## src/rtl/uart_pkg.sv

```systemverilog
// ============================================================================
// Module      : uart_pkg
// Description : Shared constants for the MMIO UART transmitter: register
//               offsets, FSM state encoding and STATUS bit positions.
// Revision    : 1.0 - initial release
// ============================================================================
`default_nettype none

package uart_pkg;

    localparam logic [4:0] OFF_DATA   = 5'h00;
    localparam logic [4:0] OFF_STATUS = 5'h08;
    localparam logic [4:0] OFF_DIV    = 5'h10;

    localparam logic [1:0] ST_IDLE  = 2'd0;
    localparam logic [1:0] ST_START = 2'd1;
    localparam logic [1:0] ST_DATA  = 2'd2;
    localparam logic [1:0] ST_STOP  = 2'd3;

    localparam int STAT_BUSY    = 0;
    localparam int STAT_FULL    = 1;
    localparam int STAT_EMPTY   = 2;
    localparam int STAT_OVF     = 3;
    localparam int STAT_CNT_LSB = 4;

endpackage

`default_nettype wire

```

## src/rtl/sync_fifo.sv

```systemverilog
// ============================================================================
// Module      : sync_fifo
// Description : Single-clock FIFO with a register-array head; simultaneous
//               push and pop are both honoured when not empty.
// Revision    : 1.0 - initial release
// ============================================================================
`default_nettype none

module sync_fifo #(
    parameter int WIDTH = 8,
    parameter int DEPTH = 8
) (
    input  logic                       clk,
    input  logic                       rst,
    input  logic                       push,
    input  logic                       pop,
    input  logic [WIDTH-1:0]           din,
    output logic [WIDTH-1:0]           dout,
    output logic [$clog2(DEPTH):0]     count,
    output logic                       full,
    output logic                       empty
);

    localparam int AW = $clog2(DEPTH);
    localparam int CW = AW + 1;

    logic [WIDTH-1:0] r_mem [DEPTH];
    logic [AW-1:0]    r_wr_ptr;
    logic [AW-1:0]    r_rd_ptr;
    logic [CW-1:0]    r_count;
    logic             w_do_push;
    logic             w_do_pop;

    // A pop on the same edge frees a slot, so a push into a full FIFO still lands
    assign w_do_pop  = pop && !empty;
    assign w_do_push = push && (!full || w_do_pop);

    always_ff @(posedge clk) begin
        if (w_do_push) begin
            r_mem[r_wr_ptr] <= din;
        end
    end

    always_ff @(posedge clk) begin
        if (rst) begin
            r_wr_ptr <= '0;
            r_rd_ptr <= '0;
            r_count  <= '0;
        end else begin
            if (w_do_push) begin
                r_wr_ptr <= r_wr_ptr + 1'b1;
            end
            if (w_do_pop) begin
                r_rd_ptr <= r_rd_ptr + 1'b1;
            end
            case ({w_do_push, w_do_pop})
                2'b10:   r_count <= r_count + 1'b1;
                2'b01:   r_count <= r_count - 1'b1;
                default: r_count <= r_count;
            endcase
        end
    end

    assign dout  = r_mem[r_rd_ptr];
    assign count = r_count;
    assign full  = (r_count == CW'(DEPTH));
    assign empty = (r_count == '0);

endmodule

`default_nettype wire

```

## src/rtl/mmio_uart_tx.sv

```systemverilog
// ============================================================================
// Module      : mmio_uart_tx
// Description : Memory-mapped 8N1 UART transmitter with a byte FIFO, a
//               programmable bit divider and combinational register reads.
// Revision    : 1.0 - initial release
// ============================================================================
`default_nettype none

module mmio_uart_tx
    import uart_pkg::*;
#(
    parameter logic [12:0] BASE_ADDR  = 13'h1000,
    parameter int          FIFO_DEPTH = 8,
    parameter logic [15:0] DIV_RESET  = 16'd434
) (
    input  logic        clk,
    input  logic        rst,
    input  logic [12:0] address,
    input  logic [63:0] data_write,
    input  logic        mem_wr,
    output logic [63:0] data_read,
    output logic        hit,
    output logic        tx
);

    localparam int CW = $clog2(FIFO_DEPTH) + 1;

    logic [4:0]    w_offset;
    logic          w_wr_data;
    logic          w_wr_status;
    logic          w_wr_div;
    logic [7:0]    w_head;
    logic [CW-1:0] w_count;
    logic [4:0]    w_cnt_ext;
    logic          w_full;
    logic          w_empty;
    logic          w_pop;
    logic          w_busy;
    logic          w_baud_zero;
    logic [15:0]   w_div_m1;
    logic [1:0]    r_state;
    logic [1:0]    w_state_nxt;
    logic          r_ovf;
    logic [15:0]   r_div;
    logic [15:0]   r_baud;
    logic [2:0]    r_bitcnt;
    logic [7:0]    r_shift;
    logic          r_tx;
    logic          w_unused_ok;

    assign w_offset    = address[4:0];
    assign hit         = (address[12:5] == BASE_ADDR[12:5]);
    assign w_wr_data   = hit && mem_wr && (w_offset == OFF_DATA);
    assign w_wr_status = hit && mem_wr && (w_offset == OFF_STATUS);
    assign w_wr_div    = hit && mem_wr && (w_offset == OFF_DIV);
    assign w_unused_ok = &{1'b0, data_write[63:16]};

    sync_fifo #(
        .WIDTH (8),
        .DEPTH (FIFO_DEPTH)
    ) u_fifo (
        .clk   (clk),
        .rst   (rst),
        .push  (w_wr_data),
        .pop   (w_pop),
        .din   (data_write[7:0]),
        .dout  (w_head),
        .count (w_count),
        .full  (w_full),
        .empty (w_empty)
    );

    always_ff @(posedge clk) begin
        if (rst) begin
            r_ovf <= 1'b0;
        end else if (w_wr_data && w_full && !w_pop) begin
            r_ovf <= 1'b1;
        end else if (w_wr_status && data_write[3]) begin
            r_ovf <= 1'b0;
        end
    end

    // A divider of zero would stall the baud counter, so it is clamped to one
    always_ff @(posedge clk) begin
        if (rst) begin
            r_div <= DIV_RESET;
        end else if (w_wr_div) begin
            r_div <= (data_write[15:0] == 16'd0) ? 16'd1 : data_write[15:0];
        end
    end

    assign w_div_m1    = r_div - 16'd1;
    assign w_baud_zero = (r_baud == 16'd0);

    always_ff @(posedge clk) begin
        if (rst) begin
            r_state <= ST_IDLE;
        end else begin
            r_state <= w_state_nxt;
        end
    end

    always_comb begin
        w_state_nxt = r_state;
        case (r_state)
            ST_IDLE:  if (!w_empty) w_state_nxt = ST_START;
            ST_START: if (w_baud_zero) w_state_nxt = ST_DATA;
            ST_DATA:  if (w_baud_zero && (r_bitcnt == 3'd7)) w_state_nxt = ST_STOP;
            ST_STOP:  if (w_baud_zero) w_state_nxt = w_empty ? ST_IDLE : ST_START;
            default:  w_state_nxt = ST_IDLE;
        endcase
    end

    always_comb begin
        w_pop  = !w_empty && ((r_state == ST_IDLE) ||
                              ((r_state == ST_STOP) && w_baud_zero));
        w_busy = (r_state != ST_IDLE);
    end

    // Bit timing: every bit (including start/stop) holds for div cycles, and the
    // divider is re-sampled only when a new bit begins
    always_ff @(posedge clk) begin
        if (rst) begin
            r_tx     <= 1'b1;
            r_shift  <= 8'd0;
            r_baud   <= 16'd0;
            r_bitcnt <= 3'd0;
        end else begin
            case (r_state)
                ST_IDLE: begin
                    if (w_pop) begin
                        r_shift <= w_head;
                        r_tx    <= 1'b0;
                        r_baud  <= w_div_m1;
                    end
                end
                ST_START: begin
                    if (w_baud_zero) begin
                        r_tx     <= r_shift[0];
                        r_baud   <= w_div_m1;
                        r_bitcnt <= 3'd0;
                    end else begin
                        r_baud <= r_baud - 16'd1;
                    end
                end
                ST_DATA: begin
                    if (w_baud_zero) begin
                        if (r_bitcnt == 3'd7) begin
                            r_tx <= 1'b1;
                        end else begin
                            r_shift  <= {1'b0, r_shift[7:1]};
                            r_tx     <= r_shift[1];
                            r_bitcnt <= r_bitcnt + 3'd1;
                        end
                        r_baud <= w_div_m1;
                    end else begin
                        r_baud <= r_baud - 16'd1;
                    end
                end
                ST_STOP: begin
                    if (w_baud_zero) begin
                        if (w_pop) begin
                            r_shift <= w_head;
                            r_tx    <= 1'b0;
                            r_baud  <= w_div_m1;
                        end
                    end else begin
                        r_baud <= r_baud - 16'd1;
                    end
                end
                default: r_tx <= 1'b1;
            endcase
        end
    end

    assign tx        = r_tx;
    assign w_cnt_ext = 5'(w_count);

    always_comb begin
        data_read = 64'h0;
        if (hit) begin
            case (w_offset)
                OFF_STATUS: begin
                    data_read[STAT_BUSY]  = w_busy;
                    data_read[STAT_FULL]  = w_full;
                    data_read[STAT_EMPTY] = w_empty;
                    data_read[STAT_OVF]   = r_ovf;
                    data_read[STAT_CNT_LSB +: 4] = w_cnt_ext[3:0];
                end
                OFF_DIV:  data_read[15:0] = r_div;
                default:  data_read = 64'h0;
            endcase
        end
    end

endmodule

`default_nettype wire

```

## config.mk

```make
export PLATFORM = sky130hd
export DESIGN_NAME = mmio_uart_tx
export DESIGN_NICKNAME = d
export VERILOG_FILES = /design/src/rtl/uart_pkg.sv /design/src/rtl/sync_fifo.sv /design/src/rtl/mmio_uart_tx.sv
export SDC_FILE = /design/constraint.sdc
export NUM_CORES = 1
export LEC_CHECK = 0
export CORE_UTILIZATION = 35
export CTS_CLUSTER_DIAMETER = 30
export DETAILED_ROUTE_END_ITERATION = 8
export PLACE_DENSITY_LB_ADDON = 0.2
export RECOVER_POWER = 25
export SYNTH_ARGS = -nofsm -noshare
export SYNTH_HDL_FRONTEND = slang
export SYNTH_HIERARCHICAL = 1
export SYNTH_SLANG_ARGS = --single-unit
export TNS_END_PERCENT = 10
```

## constraint.sdc

```tcl
create_clock -name clk -period 5.65 [get_ports clk]
set_input_delay 0.565 -clock clk [delete_from_list [all_inputs] [get_ports clk]]
set_output_delay 0.565 -clock clk [all_outputs]
set_load 0.05 [all_outputs]
```

[Word-level counts from Yosys, hierarchy flattened]
Memory sizes are Yosys's and may differ from the RTL's. A register that Yosys moved wholly into a read port is not among the register bits.
Cells that the tools add are included.
Word-level totals
  bits in registers: 57
  memories: 1
  bits in writable memories: 64
  bits of input ports: 80
  logic and storage cells: 102
  output and inout port bits: 66
Operators by class
  equal/unequal tests: 16
  add/sub/neg operators: 7
  multiplexer cells: 36
  reductions and logical operators: 32
Memory list
  u_fifo.r_mem: depth 8, width 8, read ports 1, clocked after Yosys merged registers in 1, write ports 1, RTL line sync_fifo.sv:27  | logic [WIDTH-1:0] r_mem [DEPTH];
Operators by type and width (count)
  $mux 16: 5
  $pmux 16 s3: 1
  $mux 8: 5
  $logic_not 16->1: 2
  $sub 16x1->16 const B: 2
  $pmux 8 s3: 1
  $pmux 8 s2: 1
  $mux 3: 5
  $logic_and 1x1->1: 12
  $ne 2x2->1 const B: 6
  $reduce_and 4->1: 3
  $mux 1: 10
  $add 3x1->3 const B: 3
  $eq 8x8->1 const B: 1
  $mux 2: 4
  $pmux 2 s4: 1
  $pmux 4 s2: 1
  $reduce_bool 2->1: 4
  $eq 2x2->1 const B: 3
  $pmux 3 s2: 1
  $eq 5x4->1 const B: 1
  $eq 5x5->1 const B: 1
  $logic_not 5->1: 1
  $add 4x1->4 const B: 1
  12 further kinds: 16

[Logic depth before layout (Yosys ltp)]
  depth after elaboration: 9
  mapped depth: 16
  depth with buffers taken out: 14

[Cells and area by module]
The synthesis kept the hierarchy.
Modules (own cells, without submodules)
  mmio_uart_tx: seq. area each 940.9 um^2, instances 1, area each 3717.3 um^2, cells an instance 477
  sync_fifo: seq. area each 2182.1 um^2, instances 1, area each 3203.1 um^2, cells an instance 176

[Least setup slack after synthesis]
No wires, ideal clock.
  path type: reg-to-reg
  start point: reg r_baud[0]
  end point: mem u_fifo.r_mem[0][0] (enable)
  path buffers: 2
  arrival time: 3040 ps
  data required time: 5255 ps
  path slack: 2215 ps
  period minus slack after synthesis: 3435 ps
  setup time: 395 ps
  stages on the path, launching flop included: 12
  path through: dfxtp_1 -> inv_1 -> ha_1 -> or3b_2 -> clkbuf_1 -> nor4_4 -> a21oi_2 -> clkinv_4 -> buf_6 -> nand2b_1 -> o21ai_4 -> nor4_1
Between the ends
  cells in the longest elaborated chain, start to end: 9
RTL lines
  start, declared: RTL line mmio_uart_tx.sv:45  | logic [15:0] r_baud;
  start signal, assigned: RTL line mmio_uart_tx.sv:134  | r_baud <= w_div_m1;
  start signal, assigned: RTL line mmio_uart_tx.sv:140  | r_baud <= w_div_m1;
  start signal, assigned: RTL line mmio_uart_tx.sv:143  | r_baud <= r_baud - 16'd1;
  $logic_not 16->1: RTL line mmio_uart_tx.sv:93  | assign w_baud_zero = (r_baud == 16'd0);
  $logic_and 1x1->1: RTL line mmio_uart_tx.sv:116  | ((r_state == ST_STOP) && w_baud_zero));
  $logic_or 1x1->1: RTL line mmio_uart_tx.sv:115  | w_pop = !w_empty && ((r_state == ST_IDLE) ||
  $logic_and 1x1->1: RTL line mmio_uart_tx.sv:115
  via w_pop: RTL line mmio_uart_tx.sv:37  | logic w_pop;
  $logic_and 1x1->1: RTL line sync_fifo.sv:35  | assign w_do_pop = pop && !empty;
  $logic_or 1x1->1: RTL line sync_fifo.sv:36  | assign w_do_push = push && (!full || w_do_pop);
  $logic_and 1x1->1: RTL line sync_fifo.sv:36
  $mux 1: RTL line sync_fifo.sv:39  | if (w_do_push) begin
  $mux 1 (not written as such): RTL line sync_fifo.sv:40  | r_mem[r_wr_ptr] <= din;
  end, declared: RTL line sync_fifo.sv:27
The timed path passes the listed nets, and every way through them passes these cells.

[Final worst setup path]
  start point: reg r_baud[0]
  end point: reg u_fifo.r_count[3] (netlist: u_fifo/count[3])
Between the ends
  cells in the longest elaborated chain, start to end: 9
RTL lines
  $logic_not 16->1 *: RTL line mmio_uart_tx.sv:93
  $logic_and 1x1->1 *: RTL line mmio_uart_tx.sv:116
  $logic_or 1x1->1 *: RTL line mmio_uart_tx.sv:115
  $logic_and 1x1->1 *: RTL line mmio_uart_tx.sv:115
  $logic_and 1x1->1 *: RTL line sync_fifo.sv:35
  $logic_or 1x1->1: RTL line sync_fifo.sv:36
  $logic_and 1x1->1: RTL line sync_fifo.sv:36
  $eq 2x1->1 or $eq 2x2->1 (tied branches): RTL line sync_fifo.sv:56  | case ({w_do_push, w_do_pop})
  $pmux 4 s2 or $reduce_bool 2->1 (tied branches)
  end signal, assigned: RTL line sync_fifo.sv:57  | 2'b10: r_count <= r_count + 1'b1;
  end signal, assigned: RTL line sync_fifo.sv:58  | 2'b01: r_count <= r_count - 1'b1;
  end signal, assigned: RTL line sync_fifo.sv:59  | default: r_count <= r_count;
  end, declared: RTL line sync_fifo.sv:30  | logic [CW-1:0] r_count;
Every way passes the cells marked *; elsewhere a longest branch is shown, timed or not.
A chain may end at the register's enable or synchronous reset.

==> impl_summary.log <==
INFO  metric status = completed
INFO  metric grt_max_degree = 59
INFO  metric fillCellCount = 1,870
INFO  metric postSynthAreaPerCell = around 11 sq um
INFO  metric synth_warnings = 6
INFO  metric post-cts-setup-buffer-count = 0
INFO  metric critPathCaptureType = flip-flop
INFO  metric die-height = roughly 140 um
INFO  metric netlist_area = approximately 6900 sq um
INFO  metric worst-slew-pin-transition = ~1 ns
INFO  metric yosysSeqAreaShare = a little under half
INFO  metric cts.sinks = approximately 120
INFO  metric vias = roughly 5,200
INFO  metric slew_viol_final = 0
INFO  metric crit_path_max_fanout = 26
INFO  metric timing.final.hold_violations = 0
INFO  metric cts-root-buf = sky130_fd_sc_hd__clkbuf_16
INFO  metric number_of_synthesized_register_bits = about 120
INFO  metric h-tree-depth = 4
INFO  metric vias_per_cell = about 5.3
INFO  metric netlist-cell-type-count = between 70 and 80
INFO  metric ys.flop_type = sky130_fd_sc_hd__edfxtp_1
INFO  metric drc = 0
INFO  metric multi_input_gate_area = around 3400 sq um
INFO  metric coreArea = 19,400 sq um
INFO  metric n_antenna_cell = 0
INFO  metric port_buffers = 49
INFO  metric maxCapViolCount = 0
INFO  metric routed_wirelength = ~17,000 um
INFO  metric required = 5.99 ns
INFO  metric cts_resized = 0
INFO  metric worst_ir_drop_vdd = 0.2131 mV
INFO  metric sequential_cell_area = about 3100 sq um
INFO  metric detail_route.wl_per_cell = roughly 17 um
INFO  metric worst-setup-path-type = flip-flop to flip-flop
INFO  metric layout_worst_path_cycle_share = between 60% and 70%
INFO  metric time_the_final_worst_path_needs_with_i_o_delays_and_setup = between 3 and 4 ns
INFO  metric maxSlewHeadroom = roughly 35%
INFO  metric num_rows = 51
INFO  metric antenna_violations_before_repair = 0
INFO  metric synth-edff-count = 64
INFO  metric initial_utilization = a little over a third
INFO  metric total_power = 2.449 mW
INFO  metric drt_first_iter_violations = just under 400
INFO  metric die_area = approximately 20,000 sq um
INFO  metric startpoint_type = flip-flop
INFO  metric clkLatencyLatePin = ~0.42 ns
INFO  metric gr-usage-all-layers = between 15 and 20%
INFO  metric tritoncts_clock_tree = yes
INFO  metric io_pins = ~150
INFO  metric synth_cells = ~650
INFO  metric flow.area_growth_from_synthesis = 16.16%
INFO  metric fmax = 264.4 MHz
INFO  metric total_negative_setup_slacks = 0 ns
INFO  metric drive_gt1_share = between 10% and 20%
INFO  metric ant_nets = 0
INFO  metric power_density = roughly 300 nW/um^2
INFO  metric timing.final.setup_violations = 0
INFO  metric wire_length_of_the_first_global_routing_pass = around 27,000 um
INFO  metric place.gp.congestion = 0.8798
INFO  metric clkSlewWorstSetupHoldPaths = 0.06 ns
INFO  metric place_hpwl = around 12,000 um
INFO  metric timing.clock.skew = approximately 0.0065 ns
INFO  metric hold_buffers = 0
INFO  metric worstPathArrival = ~4.1 ns
INFO  metric postSynth.asyncResetShare = 0%
INFO  metric dieWidth = 142.6 um
INFO  metric cts_buffers = 17
INFO  metric cts.path.max_buffers = 2
INFO  metric unrepaired_setup_endpoints_after_global_routing = no
INFO  metric p_leak = between 2 and 3 nW
INFO  metric globalRouteOverflowTotal = 0
INFO  metric worstHoldPathType = flip-flop to flip-flop
INFO  metric drt-pass1-iter-count = 5
INFO  metric via_count_of_the_first_global_routing_pass = between 5,000 and 6,000
INFO  metric final_net_count = approximately 790
[cells by family after synthesis]
| logic type | after synthesis | synth area share, % |
|---|---|---|
| simple gates | 210 | 16.09 |
| compound gates | 131 | 13.54 |
| flops | 124 | 45.13 |
| buf+inv | 101 | 9.076 |
| mux | 43 | 9.799 |
| xor+xnor | 29 | 3.670 |
| fa+ha+maj | 14 | 2.640 |
| other cells | 1 | 0.05419 |
[layer usage]
| layer | vias to the layer above | track usage [%] | part of all wire (%) |
|---|---|---|---|
| met5 | - | 0 | 0 |
| met4 | 0 | 6.791 | 1.6 |
| met3 | 22 | 3.655 | 4.4 |
| met2 | 162 | 28.69 | 48 |
| met1 | 2536 | 22.28 | 46 |
| li1 | 2441 | - | - |
[critical path, cell delays in order (launching register included)]
cell                       delay [ns]
sky130_fd_sc_hd__dfxtp_1         0.35
sky130_fd_sc_hd__inv_1           0.07
sky130_fd_sc_hd__ha_1            0.23
sky130_fd_sc_hd__or3b_2          0.59
sky130_fd_sc_hd__nor4_4          0.42
sky130_fd_sc_hd__a21oi_2         0.10
sky130_fd_sc_hd__buf_4           0.19
sky130_fd_sc_hd__clkinv_4        0.20
sky130_fd_sc_hd__o21ai_2         0.12
sky130_fd_sc_hd__or2_2           0.33
sky130_fd_sc_hd__inv_1           0.09
sky130_fd_sc_hd__ha_1            0.26
sky130_fd_sc_hd__a21oi_1         0.24
sky130_fd_sc_hd__nor4bb_1        0.26
sky130_fd_sc_hd__o21bai_1        0.11
sky130_fd_sc_hd__a31oi_1         0.13
[cell type report]
cell class | instances | share of cell area (%)
multi-input cells | 475 | 41.70
flip-flops and latches | 124 | 38.85
repair buffers | 58 | 6.879
clock buffers | 18 | 5.339
well taps | 265 | 4.125
clock inverters | 14 | 2.257
inverters | 17 | 0.8560
[final timing paths]
path / from / end / slack (ns) / cells past startpoint
worst min-delay path: r_bitcnt[1]$_SDFFE_PP0P_ / r_bitcnt[1]$_SDFFE_PP0P_ / 0.46 / 2
worst min register to register: r_bitcnt[1]$_SDFFE_PP0P_ / r_bitcnt[1]$_SDFFE_PP0P_ / 0.46 / 2
worst max-delay path: r_baud[0]$_SDFF_PP0_ / u_fifo/count[3]$_SDFFE_PP0P_ / 1.87 / 15
worst max register to register: r_baud[0]$_SDFF_PP0_ / u_fifo/count[3]$_SDFFE_PP0P_ / 1.87 / 15
[sequential cells by signal, indices dropped and copies added, names as in the netlist, named ones only]
name,flops
tx,1
u_fifo/r_mem,64
u_fifo/r_rd_ptr,3
r_state,2
r_shift,8
r_div,16
u_fifo/r_wr_ptr,3
r_ovf,1
r_baud,16
r_bitcnt,3
u_fifo/count,4
[synth_stat cells (all sizes together), types with 11 or more instances]
cell type / count / area [sq um]
nand2b: 11 / 68.82
ha: 13 / 162.7
nor2: 74 / 280.3
nor4: 18 / 155.1
buf: 60 / 467.9
mux4: 16 / 397.9
edfxtp: 64 / 1922
nor3: 20 / 100.1
mux2i: 19 / 190.2
o21ai: 20 / 115.1
a21oi: 31 / 158.9
dfxtp: 60 / 1201
inv: 16 / 60.06
clkbuf: 24 / 91.33
a22oi: 18 / 140.1
xor2: 12 / 105.1
and2: 11 / 68.82
nand2: 27 / 101.4
xnor2: 17 / 148.9
[stage by stage]
step | setup WS [ns] | hold WS [ns] | instance area [sq um] | util [%] | std cells
after floorplan | 2.215 | 0.4356 | 7097 | - | 700
after global placement | 1.961 | 0.4433 | 7428 | 38.29 | 939
after detailed placement | 1.904 | 0.4572 | 7428 | 38.29 | 939
after CTS | 1.892 | 0.4654 | 8039 | 41.44 | 971
after global routing | 1.657 | 0.4914 | 8039 | 41.44 | 971
final | 1.868 | 0.4627 | 8039 | 41.44 | 971
[where the power goes]
part | switching, mW | internal [mW]
registers | 0.00966 | 0.953
logic | 0.247 | 0.103
clock network | 0.433 | 0.703
total | 0.689 | 1.76
[placed cells by master, fill, tap and decap left out, drive strengths merged, types with 16 or more instances in the layout]
master and count:
dfxtp 60, clkdlybuf4s50 41, o21ai 20, nor3 20
nor2 74, nor4 18, clkbuf 18, mux4 16
mux2i 19, xnor2 17, edfxtp 64, conb 48
a22oi 18, nand2 27, inv 22, a21oi 31
Power figures use the tool's default switching activity.
